**src/rtl/img_frame_arbiter.sv**
```systemverilog
// Frame-granular arbiter sharing one vsync/href/gray pipeline between two sources.
// Whole frames only, round-robin on ties, enforced vsync-low gap between frames.
module img_frame_arbiter #(
  parameter int DATA_W  = 8,
  parameter int MIN_GAP = 16,
  parameter int CNT_W   = 16
) (
  input  logic              clk,
  input  logic              rst,
  input  logic [1:0]        cfg_en,
  input  logic              s0_img_vsync,
  input  logic              s0_img_href,
  input  logic [DATA_W-1:0] s0_img_gray,
  input  logic              s1_img_vsync,
  input  logic              s1_img_href,
  input  logic [DATA_W-1:0] s1_img_gray,
  output logic              post_img_vsync,
  output logic              post_img_href,
  output logic [DATA_W-1:0] post_img_gray,
  output logic              sel_id,
  output logic              busy,
  output logic              frame_done,
  output logic [CNT_W-1:0]  drop_cnt0,
  output logic [CNT_W-1:0]  drop_cnt1
);

  localparam int GAP_W = (MIN_GAP > 1) ? $clog2(MIN_GAP) : 1;
  localparam logic [GAP_W-1:0] GAP_LOAD = GAP_W'(MIN_GAP - 1);
  localparam logic [CNT_W-1:0] CNT_MAX = '1;

  typedef enum logic [1:0] {
    S_IDLE,
    S_PASS,
    S_GAP
  } state_t;

  state_t              r_state;
  state_t              w_state_n;
  logic [GAP_W-1:0]    r_gap;
  logic [GAP_W-1:0]    w_gap_n;
  logic                r_s0_vd;
  logic                r_s1_vd;
  logic                r_armed;
  logic                r_last_id;
  logic                w_last_n;
  logic                r_sel_id;
  logic                w_sel_n;
  logic                r_busy;
  logic                r_done;
  logic                w_done_n;
  logic                r_vsync;
  logic                w_vsync_n;
  logic                r_href;
  logic                w_href_n;
  logic [DATA_W-1:0]   r_gray;
  logic [DATA_W-1:0]   w_gray_n;
  logic [CNT_W-1:0]    r_drop0;
  logic [CNT_W-1:0]    r_drop1;
  logic                w_inc0;
  logic                w_inc1;
  logic                w_rise0;
  logic                w_rise1;
  logic                w_grant;
  logic                w_g_vsync;
  logic                w_g_href;
  logic [DATA_W-1:0]   w_g_gray;
  logic                w_n_vsync;
  logic                w_n_href;
  logic [DATA_W-1:0]   w_n_gray;

  // The first cycle after reset is masked so a frame already running
  // at reset release never looks like a fresh frame start.
  assign w_rise0 = s0_img_vsync & ~r_s0_vd & cfg_en[0] & r_armed;
  assign w_rise1 = s1_img_vsync & ~r_s1_vd & cfg_en[1] & r_armed;

  assign w_grant = (w_rise0 & w_rise1) ? ~r_last_id : w_rise1;

  assign w_g_vsync = r_sel_id ? s1_img_vsync : s0_img_vsync;
  assign w_g_href  = r_sel_id ? s1_img_href  : s0_img_href;
  assign w_g_gray  = r_sel_id ? s1_img_gray  : s0_img_gray;

  assign w_n_vsync = w_grant ? s1_img_vsync : s0_img_vsync;
  assign w_n_href  = w_grant ? s1_img_href  : s0_img_href;
  assign w_n_gray  = w_grant ? s1_img_gray  : s0_img_gray;

  // Source vsync delay for frame-start edge detection
  always_ff @(posedge clk or posedge rst) begin
    if (rst) begin
      r_s0_vd <= 1'b0;
      r_s1_vd <= 1'b0;
      r_armed <= 1'b0;
    end else begin
      r_s0_vd <= s0_img_vsync;
      r_s1_vd <= s1_img_vsync;
      r_armed <= 1'b1;
    end
  end

  // Next-state, next-output and drop-event decode
  always_comb begin
    w_state_n = r_state;
    w_gap_n   = r_gap;
    w_sel_n   = r_sel_id;
    w_last_n  = r_last_id;
    w_vsync_n = 1'b0;
    w_href_n  = 1'b0;
    w_gray_n  = '0;
    w_done_n  = 1'b0;
    w_inc0    = 1'b0;
    w_inc1    = 1'b0;
    case (r_state)
      S_IDLE: begin
        if (w_rise0 | w_rise1) begin
          w_state_n = S_PASS;
          w_sel_n   = w_grant;
          w_last_n  = w_grant;
          w_vsync_n = w_n_vsync;
          w_href_n  = w_n_href;
          w_gray_n  = w_n_gray;
          w_inc0    = w_rise0 & w_rise1 & w_grant;
          w_inc1    = w_rise0 & w_rise1 & ~w_grant;
        end
      end
      S_PASS: begin
        w_inc0 = w_rise0 & r_sel_id;
        w_inc1 = w_rise1 & ~r_sel_id;
        if (w_g_vsync) begin
          w_vsync_n = 1'b1;
          w_href_n  = w_g_href;
          w_gray_n  = w_g_gray;
        end else begin
          w_done_n  = 1'b1;
          w_gap_n   = GAP_LOAD;
          w_state_n = S_GAP;
        end
      end
      S_GAP: begin
        w_inc0 = w_rise0;
        w_inc1 = w_rise1;
        if (r_gap == '0) begin
          w_state_n = S_IDLE;
        end else begin
          w_gap_n = r_gap - GAP_W'(1);
        end
      end
      default: begin
        w_state_n = S_IDLE;
      end
    endcase
  end

  // State, registered outputs and saturating drop counters
  always_ff @(posedge clk or posedge rst) begin
    if (rst) begin
      r_state   <= S_IDLE;
      r_gap     <= '0;
      r_sel_id  <= 1'b0;
      r_last_id <= 1'b1;
      r_busy    <= 1'b0;
      r_done    <= 1'b0;
      r_vsync   <= 1'b0;
      r_href    <= 1'b0;
      r_gray    <= '0;
      r_drop0   <= '0;
      r_drop1   <= '0;
    end else begin
      r_state   <= w_state_n;
      r_gap     <= w_gap_n;
      r_sel_id  <= w_sel_n;
      r_last_id <= w_last_n;
      r_busy    <= (w_state_n != S_IDLE);
      r_done    <= w_done_n;
      r_vsync   <= w_vsync_n;
      r_href    <= w_href_n;
      r_gray    <= w_gray_n;
      if (w_inc0 && (r_drop0 != CNT_MAX)) begin
        r_drop0 <= r_drop0 + CNT_W'(1);
      end
      if (w_inc1 && (r_drop1 != CNT_MAX)) begin
        r_drop1 <= r_drop1 + CNT_W'(1);
      end
    end
  end

  assign post_img_vsync = r_vsync;
  assign post_img_href  = r_href;
  assign post_img_gray  = r_gray;
  assign sel_id         = r_sel_id;
  assign busy           = r_busy;
  assign frame_done     = r_done;
  assign drop_cnt0      = r_drop0;
  assign drop_cnt1      = r_drop1;

endmodule
```
**config.mk**
```make
export PLATFORM = sky130hd
export DESIGN_NAME = img_frame_arbiter
export DESIGN_NICKNAME = d
export VERILOG_FILES = /design/src/rtl/img_frame_arbiter.sv
export SDC_FILE = /design/constraint.sdc
export NUM_CORES = 1
export LEC_CHECK = 0
export ABC_AREA = 1
export BUFFER_PORTS_ARGS = -buffer_cell sky130_fd_sc_hd__buf_2
export CAP_MARGIN = 25
export CORE_ASPECT_RATIO = 1.75
export CORE_MARGIN = 8
export CORE_UTILIZATION = 40
export DETAILED_ROUTE_END_ITERATION = 8
export GPL_ROUTABILITY_DRIVEN = 0
export HOLD_SLACK_MARGIN = 0.03
export PLACE_DENSITY_LB_ADDON = 0.1
export SLEW_MARGIN = 30
export SYNTH_ARGS = -nofsm -noshare
export SYNTH_HDL_FRONTEND = slang
export SYNTH_SLANG_ARGS = --single-unit
```
**constraint.sdc**
```tcl
create_clock -name clk -period 4.4 [get_ports clk]
set_input_delay 0.88 -clock clk [delete_from_list [all_inputs] [get_ports clk]]
set_output_delay 0.88 -clock clk [all_outputs]
set_load 0.05 [all_outputs]
```
==> metrics.md, run 1 <==
| Metric | Value |
|---|---|
| Status | `completed` |
| CP cell instances | `buf_2` |
| Worst-Margin Slew | `0.814 ns` |
| Mean routed wirelength per cell | `13.3 um` |
| Met3 usage | `0.0446` |
| Filler instances | `798` |
| Cts hold-fix bufs | `0` |
| Vias | `3,103` |
| VDD IR-drop max | `0.185 mV` |
| Die Y | `135 um` |
| Core Region | `7910 um2` |
| Post-DP HPWL | `6010 um` |
| Initial antenna violation count | `0` |
| Detailed-router iteration count before antenna repair | `4` |
| PwrDens | `383 nW/um2` |
| Placed Cells | `605` |
| Clock skew | `0.00603 ns` |
| Slew margin rel. | `0.456` |
| Setup TNS | `0 ns` |
| CTS sink count | `55` |
| Iter 0 DRT Violations | `149` |
| I/O pin cnt | `69` |
| Clock Tree Buf Depth | `2` |
| Remaining Overflow, GRT | `0` |
| F_max | `432 MHz` |
| Num CTS Buffers | `5` |
| Most Crowded Layer GR | `met2` |
| Final WL | `8180 um` |
| Synth cell types | `28` |
| Final hold violations | `0` |
| Sequential-to-total area share from yosys stat | `0.423` |
| # port buffers | `68` |
| Worst Setup End Kind | `primary output` |
| Clock slew at reported path FFs | `0.07 ns` |
| Post-synth top area share | `0.415` |
| Critical path type | `flop to primary output` |
| Syn Nets | `483` |
| M1 GR Usage | `0.145` |
| Cell Area, Synth | `3260 um2` |
| Critical Path Max Stage Delay | `0.76 ns` |
| RSZ-0062 raised after global routing | `no` |
| Post-synthesis register bit count | `55` |
| Pleak | `2.03 nW` |
| WP buf/inv | `1` |
| Max-cap violations | `0` |
| # DRC | `0` |
| Total GRT Usage | `0.149` |
| Final Setup Violations | `0` |
| Fin util | `0.481` |
| Die width | `84.2 um` |
| Std cell rows | `43` |
| Synth area leader | `dfrtp_1` |
| Top cells by area, synth | `dfrtp_1 (41%), nand2_1 (21%), nand3_1 (6.9%)` |
| Initial core utilization | `0.412` |
| Period utilisation layout | `0.527` |
| Required @ worst endpoint | `3.52 ns` |
| Nets | `549` |
| Post-Layout Cell Count | `613` |
| Worst-Skew Late Latency | `0.30 ns` |
| Resized cells post-CTS | `0` |
| Crit path DAT | `1.44 ns` |
| CP Launch Type | `flop` |
| Hold crit path type | `flop to flop` |
| Mapped Cells | `456` |
| Met2 Use GR | `0.280` |
| Vias per std cell | `5.06` |
| Syn Area/Cell | `7.15 um2` |
| Final min period | `2.32 ns` |
| Largest net degree at the start of global routing | `38` |
| H-tree depth | `2` |
| # diodes | `0` |
| Slew Viols, Final | `0` |
| CP max stage cell | `dfrtp_1` |
| Syn-to-layout area delta | `16.9%` |
| CTS tree | `done` |
| Setup Buffers After CTS | `0` |
| First-pass GRT wire length | `14,200 um` |
| Ys Warns | `0` |
| Die area | `11,400 um2` |
| Clock root cell | `clkbuf_16` |
| Final ANT Viol Nets | `0` |
| Number of global-route vias before repair | `3,134` |
| Crit path max fanout | `22` |
| Layout cells sized above 1 | `0.182` |
| Top Family by Delay on Critical Path | `flip-flops` |
-- worst paths after layout --
path                           from             end  slack (ns)  depth (start not counted)
hold / removal             r_gap[1]        r_gap[1]        0.54                          2
min in group asynchronous       rst  post_img_vsync        0.73                          2
setup / recovery             sel_id          sel_id        2.08                          1
max in group asynchronous       rst   drop_cnt0[14]        2.90                          3
hold reg to reg            r_gap[1]        r_gap[1]        0.54                          2
setup reg to reg             sel_id    drop_cnt0[9]        2.42                          7
-- per-stage QoR --
step,hold slack [ns],setup WS (ns),cell area (um2),total power [mW]
after global placement,0.513,2.22,3660,1.06
after global routing,0.574,2.00,3810,1.55
after CTS,0.544,2.06,3810,1.48
after detailed placement,0.527,2.20,3660,1.07
final,0.539,2.08,3810,1.46
after floorplan,0.501,2.18,3260,0.957
-- flip-flops by register name, indices dropped and copies added (netlist names) --
signal          count
r_s0_vd             1
r_gap               4
r_state             2
r_armed             1
post_img_vsync      1
sel_id              1
frame_done          1
post_img_href       1
busy                1
drop_cnt0          16
post_img_gray       8
r_last_id           1
r_s1_vd             1
drop_cnt1          16
-- worst min-delay path, stage by stage, from the launching register on --
cell     delay (ns)
dfrtp_1        0.33
inv_1          0.06
o21ai_1        0.12
-- synthesized netlist by cell type --
cell type    n
nand3b_1     5
nand3_1     45
clkbuf_1     1
buf_6        2
nor3_1       1
xor2_1       8
buf_2        7
xnor2_1      6
o21ai_1     15
dfrtp_1     54
nand4_4      1
nor2_4       4
nor2_1      39
nor2_2       1
nor3_2       1
nand2_1    178
o31ai_1      1
inv_1       42
or2_2        2
ha_1         3
conb_1       1
nand4_1     12
nand3_4      1
o21ai_0     19
nand2_2      3
dfstp_2      1
o21ai_2      1
nand2_4      2
-- logic make-up (layout without fill, tap and decap cells) --
family	Yosys count	after routing	share of synthesized area
xor+xnor	14	14	0.0376
flops	55	55	0.423
fa+ha+maj	3	3	0.0115
buf+inv	52	119	0.0672
other cells	1	1	0.00115
simple gates	295	295	0.402
compound gates	36	36	0.0572
-- report_power, final --
part / switching, mW / internal, mW
Combinational: 0.306 / 0.108
Clock: 0.195 / 0.213
Sequential: 0.0624 / 0.575
Total: 0.564 / 0.897
-- cells in the final DEF, fill, tap and decap left out, types with 2 or more instances in the layout --
| cell | Yosys | routed |
|---|---|---|
| o21ai_0 | 19 | 19 |
| ha_1 | 3 | 3 |
| clkbuf_16 | 0 | 5 |
| o21ai_1 | 15 | 15 |
| dfrtp_1 | 54 | 54 |
| nand2_4 | 2 | 2 |
| inv_1 | 42 | 41 |
| clkinv_4 | 0 | 2 |
| nand2_2 | 3 | 3 |
| nand3b_1 | 5 | 5 |
| nand2_1 | 178 | 178 |
| nor2_4 | 4 | 4 |
| xnor2_1 | 6 | 6 |
| nor2_1 | 39 | 39 |
| buf_2 | 7 | 68 |
| xor2_1 | 8 | 8 |
| or2_2 | 2 | 2 |
| nand3_1 | 45 | 45 |
| nand4_1 | 12 | 12 |
-- metal layers --
| layer | part of all wire | vias to the layer above |
|---|---|---|
| li1 | - | 1580 |
| met1 | 0.39 | 1453 |
| met2 | 0.54 | 59 |
| met3 | 0.050 | 11 |
| met4 | 0.018 | 0 |
| met5 | 0 | - |
-- area by class of cell --
class	count	area, um2	area share
Clock buffer	5	125	0.0329
Clock inverter	3	25.0	0.00657
Inverter	42	158	0.0414
Multi-Input combinational cell	349	1660	0.436
Sequential cell	55	1380	0.362
Tap cell	90	113	0.0296
Timing Repair Buffer	69	348	0.0914
No activity file was read; power rests on OpenSTA's default activity.
==> inputs of run 2 (changes only) <==
==> constraint.sdc (replaced) <==
create_clock -name clk -period 2 [get_ports clk]
set_input_delay 0.4 -clock clk [delete_from_list [all_inputs] [get_ports clk]]
set_output_delay 0.4 -clock clk [all_outputs]
set_load 0.05 [all_outputs]
==> run 2 against run 1 <==
Effect of this change:
- routed wire length rose by 0.39%
- sequential share of layout area is 0.27 points lower
- worst hold slack worse by 0.40 ns
==> metrics.md, run 2 (same netlist as run 1, synthesis figures left out) <==
| Metric | Value |
|---|---|
| Layout cells sized above 1 | `0.182` |
| Vias | `3,073` |
| Slew Viols, Final | `0` |
| Crit path DAT | `2.00 ns` |
| Mean routed wirelength per cell | `13.3 um` |
| Worst-Margin Slew | `0.748 ns` |
| Fin area | `3840 um2` |
| Max-cap violations | `0` |
| Hold crit path type | `input port to async pin` |
| Final WL | `8210 um` |
| Resized cells post-CTS | `0` |
| Initial antenna violation count | `0` |
| Final ANT Viol Nets | `0` |
| Std cell rows | `43` |
| First-pass GRT wire length | `14,100 um` |
| Reg2Reg Depth | `7` |
| # diodes | `0` |
| Iter 0 DRT Violations | `164` |
| Final hold violations | `0` |
| Commonest non-fill, non-tap cells in the layout | `nand2_1 (178), buf_2 (68), dfrtp_1 (54)` |
| H-tree depth | `2` |
| Worst Setup End Kind | `flop` |
| Setup TNS | `0 ns` |
| R2r endpoint | `drop_cnt0[2]` |
| Clock root cell | `clkbuf_16` |
| Clock Tree Buf Depth | `2` |
| Setup crit start | `drop_cnt0[0]` |
| Setup Buffers After CTS | `0` |
| F_max | `566 MHz` |
| Final Setup Violations | `0` |
| Vias per std cell | `4.98` |
| Die width | `84.2 um` |
| Commonest non-fill, non-tap cell in the layout | `nand2_1` |
| Remaining Overflow, GRT | `0` |
| Initial core utilization | `0.412` |
| CP Launch Type | `flop` |
| Worst-Skew Late Latency | `0.29 ns` |
| I/O pin cnt | `69` |
| Total GRT Usage | `0.149` |
| Internal reg-to-reg setup slack | `0.23 ns` |
| Clock skew | `0.00453 ns` |
| Die Y | `135 um` |
| # port buffers | `68` |
| Nets | `553` |
| Post-DP HPWL | `6090 um` |
| Cell Area, Placed | `3700 um2` |
| Detailed-router iteration count before antenna repair | `4` |
| Largest net degree at the start of global routing | `56` |
| Crit path max fanout | `17` |
| # DRC | `0` |
| Period utilisation layout | `0.884` |
| Number of global-route vias before repair | `3,076` |
| Critical path type | `flop to flop` |
| Cts hold-fix bufs | `0` |
| Num CTS Buffers | `5` |
| Required @ worst endpoint | `2.23 ns` |
| VDD IR-drop max | `0.494 mV` |
| CTS sink count | `55` |
| CP Capture Point | `drop_cnt0[2]` |
| CTS tree | `done` |
| Syn-to-layout area delta | `17.7%` |
| PwrDens | `831 nW/um2` |
| Pleak | `2.05 nW` |
| FF-to-FF Start | `drop_cnt0[0]` |
| Slew margin rel. | `0.501` |
| RSZ-0062 raised after global routing | `no` |
| Die area | `11,400 um2` |
| Clock slew at reported path FFs | `0.07 ns` |
| Status | `completed` |
| Core Region | `7910 um2` |
| Final min period | `1.77 ns` |
## run 2: changes by cell type in the layout (fill, tap and decap cells not counted), sizes merged
| cell | change |
|---|---|
| buf | +4 |
| clkinv | -2 |
| clkinvlp | -1 |
| clkbuf | +3 |
## run 2: worst max-delay path, stage by stage, from the launching register on
cell	delay [ns]
dfrtp_1	0.43
ha_1	0.23
inv_1	0.08
nor2_4	0.22
nand4_4	0.31
nand2_4	0.30
nand2_1	0.07
nand2_1	0.07
## run 2: report_power, final
part	internal (mW)	switching, mW	total, mW
clock	0.468	0.393	0.861
combinational	0.250	0.703	0.953
sequential	1.27	0.107	1.37
## run 2: metal layers
layer	share of wire	up-vias	GRT usage	wire, um
met5	0	-	0	0
met4	0.016	0	0.0569	132
met3	0.052	9	0.0410	426
met2	0.54	65	0.275	4420
met1	0.39	1414	0.153	3230
li1	-	1585	-	-
## run 2: layout make-up
type                       instances  area (um2)
clock buffer                       8         136
inverter                          42         158
sequential                        55        1380
timing repair buffer              73         390
tap                               90         113
multi-input combinational        349        1660
fill                             814        4070
## run 2: worst min path at each step
stage                       startpoint             end
after floorplan           s0_img_vsync         r_s0_vd
after global placement             rst  post_img_vsync
after detailed placement           rst   drop_cnt1[14]
after CTS                          rst   drop_cnt1[14]
after global routing               rst   drop_cnt1[14]
final                              rst   drop_cnt1[14]
## run 2: through the flow
step	hold WS [ns]	total power, mW	setup WS (ns)	utilization	instances
finish	0.137	3.19	0.233	0.485	617
global route	0.174	3.39	0.0711	0.485	617
CTS	0.152	3.25	0.223	0.485	617
detailed placement	0.477	2.36	0.242	0.468	609
global placement	0.475	2.34	0.285	0.468	609
floorplan	0.431	2.11	0.153	-	456
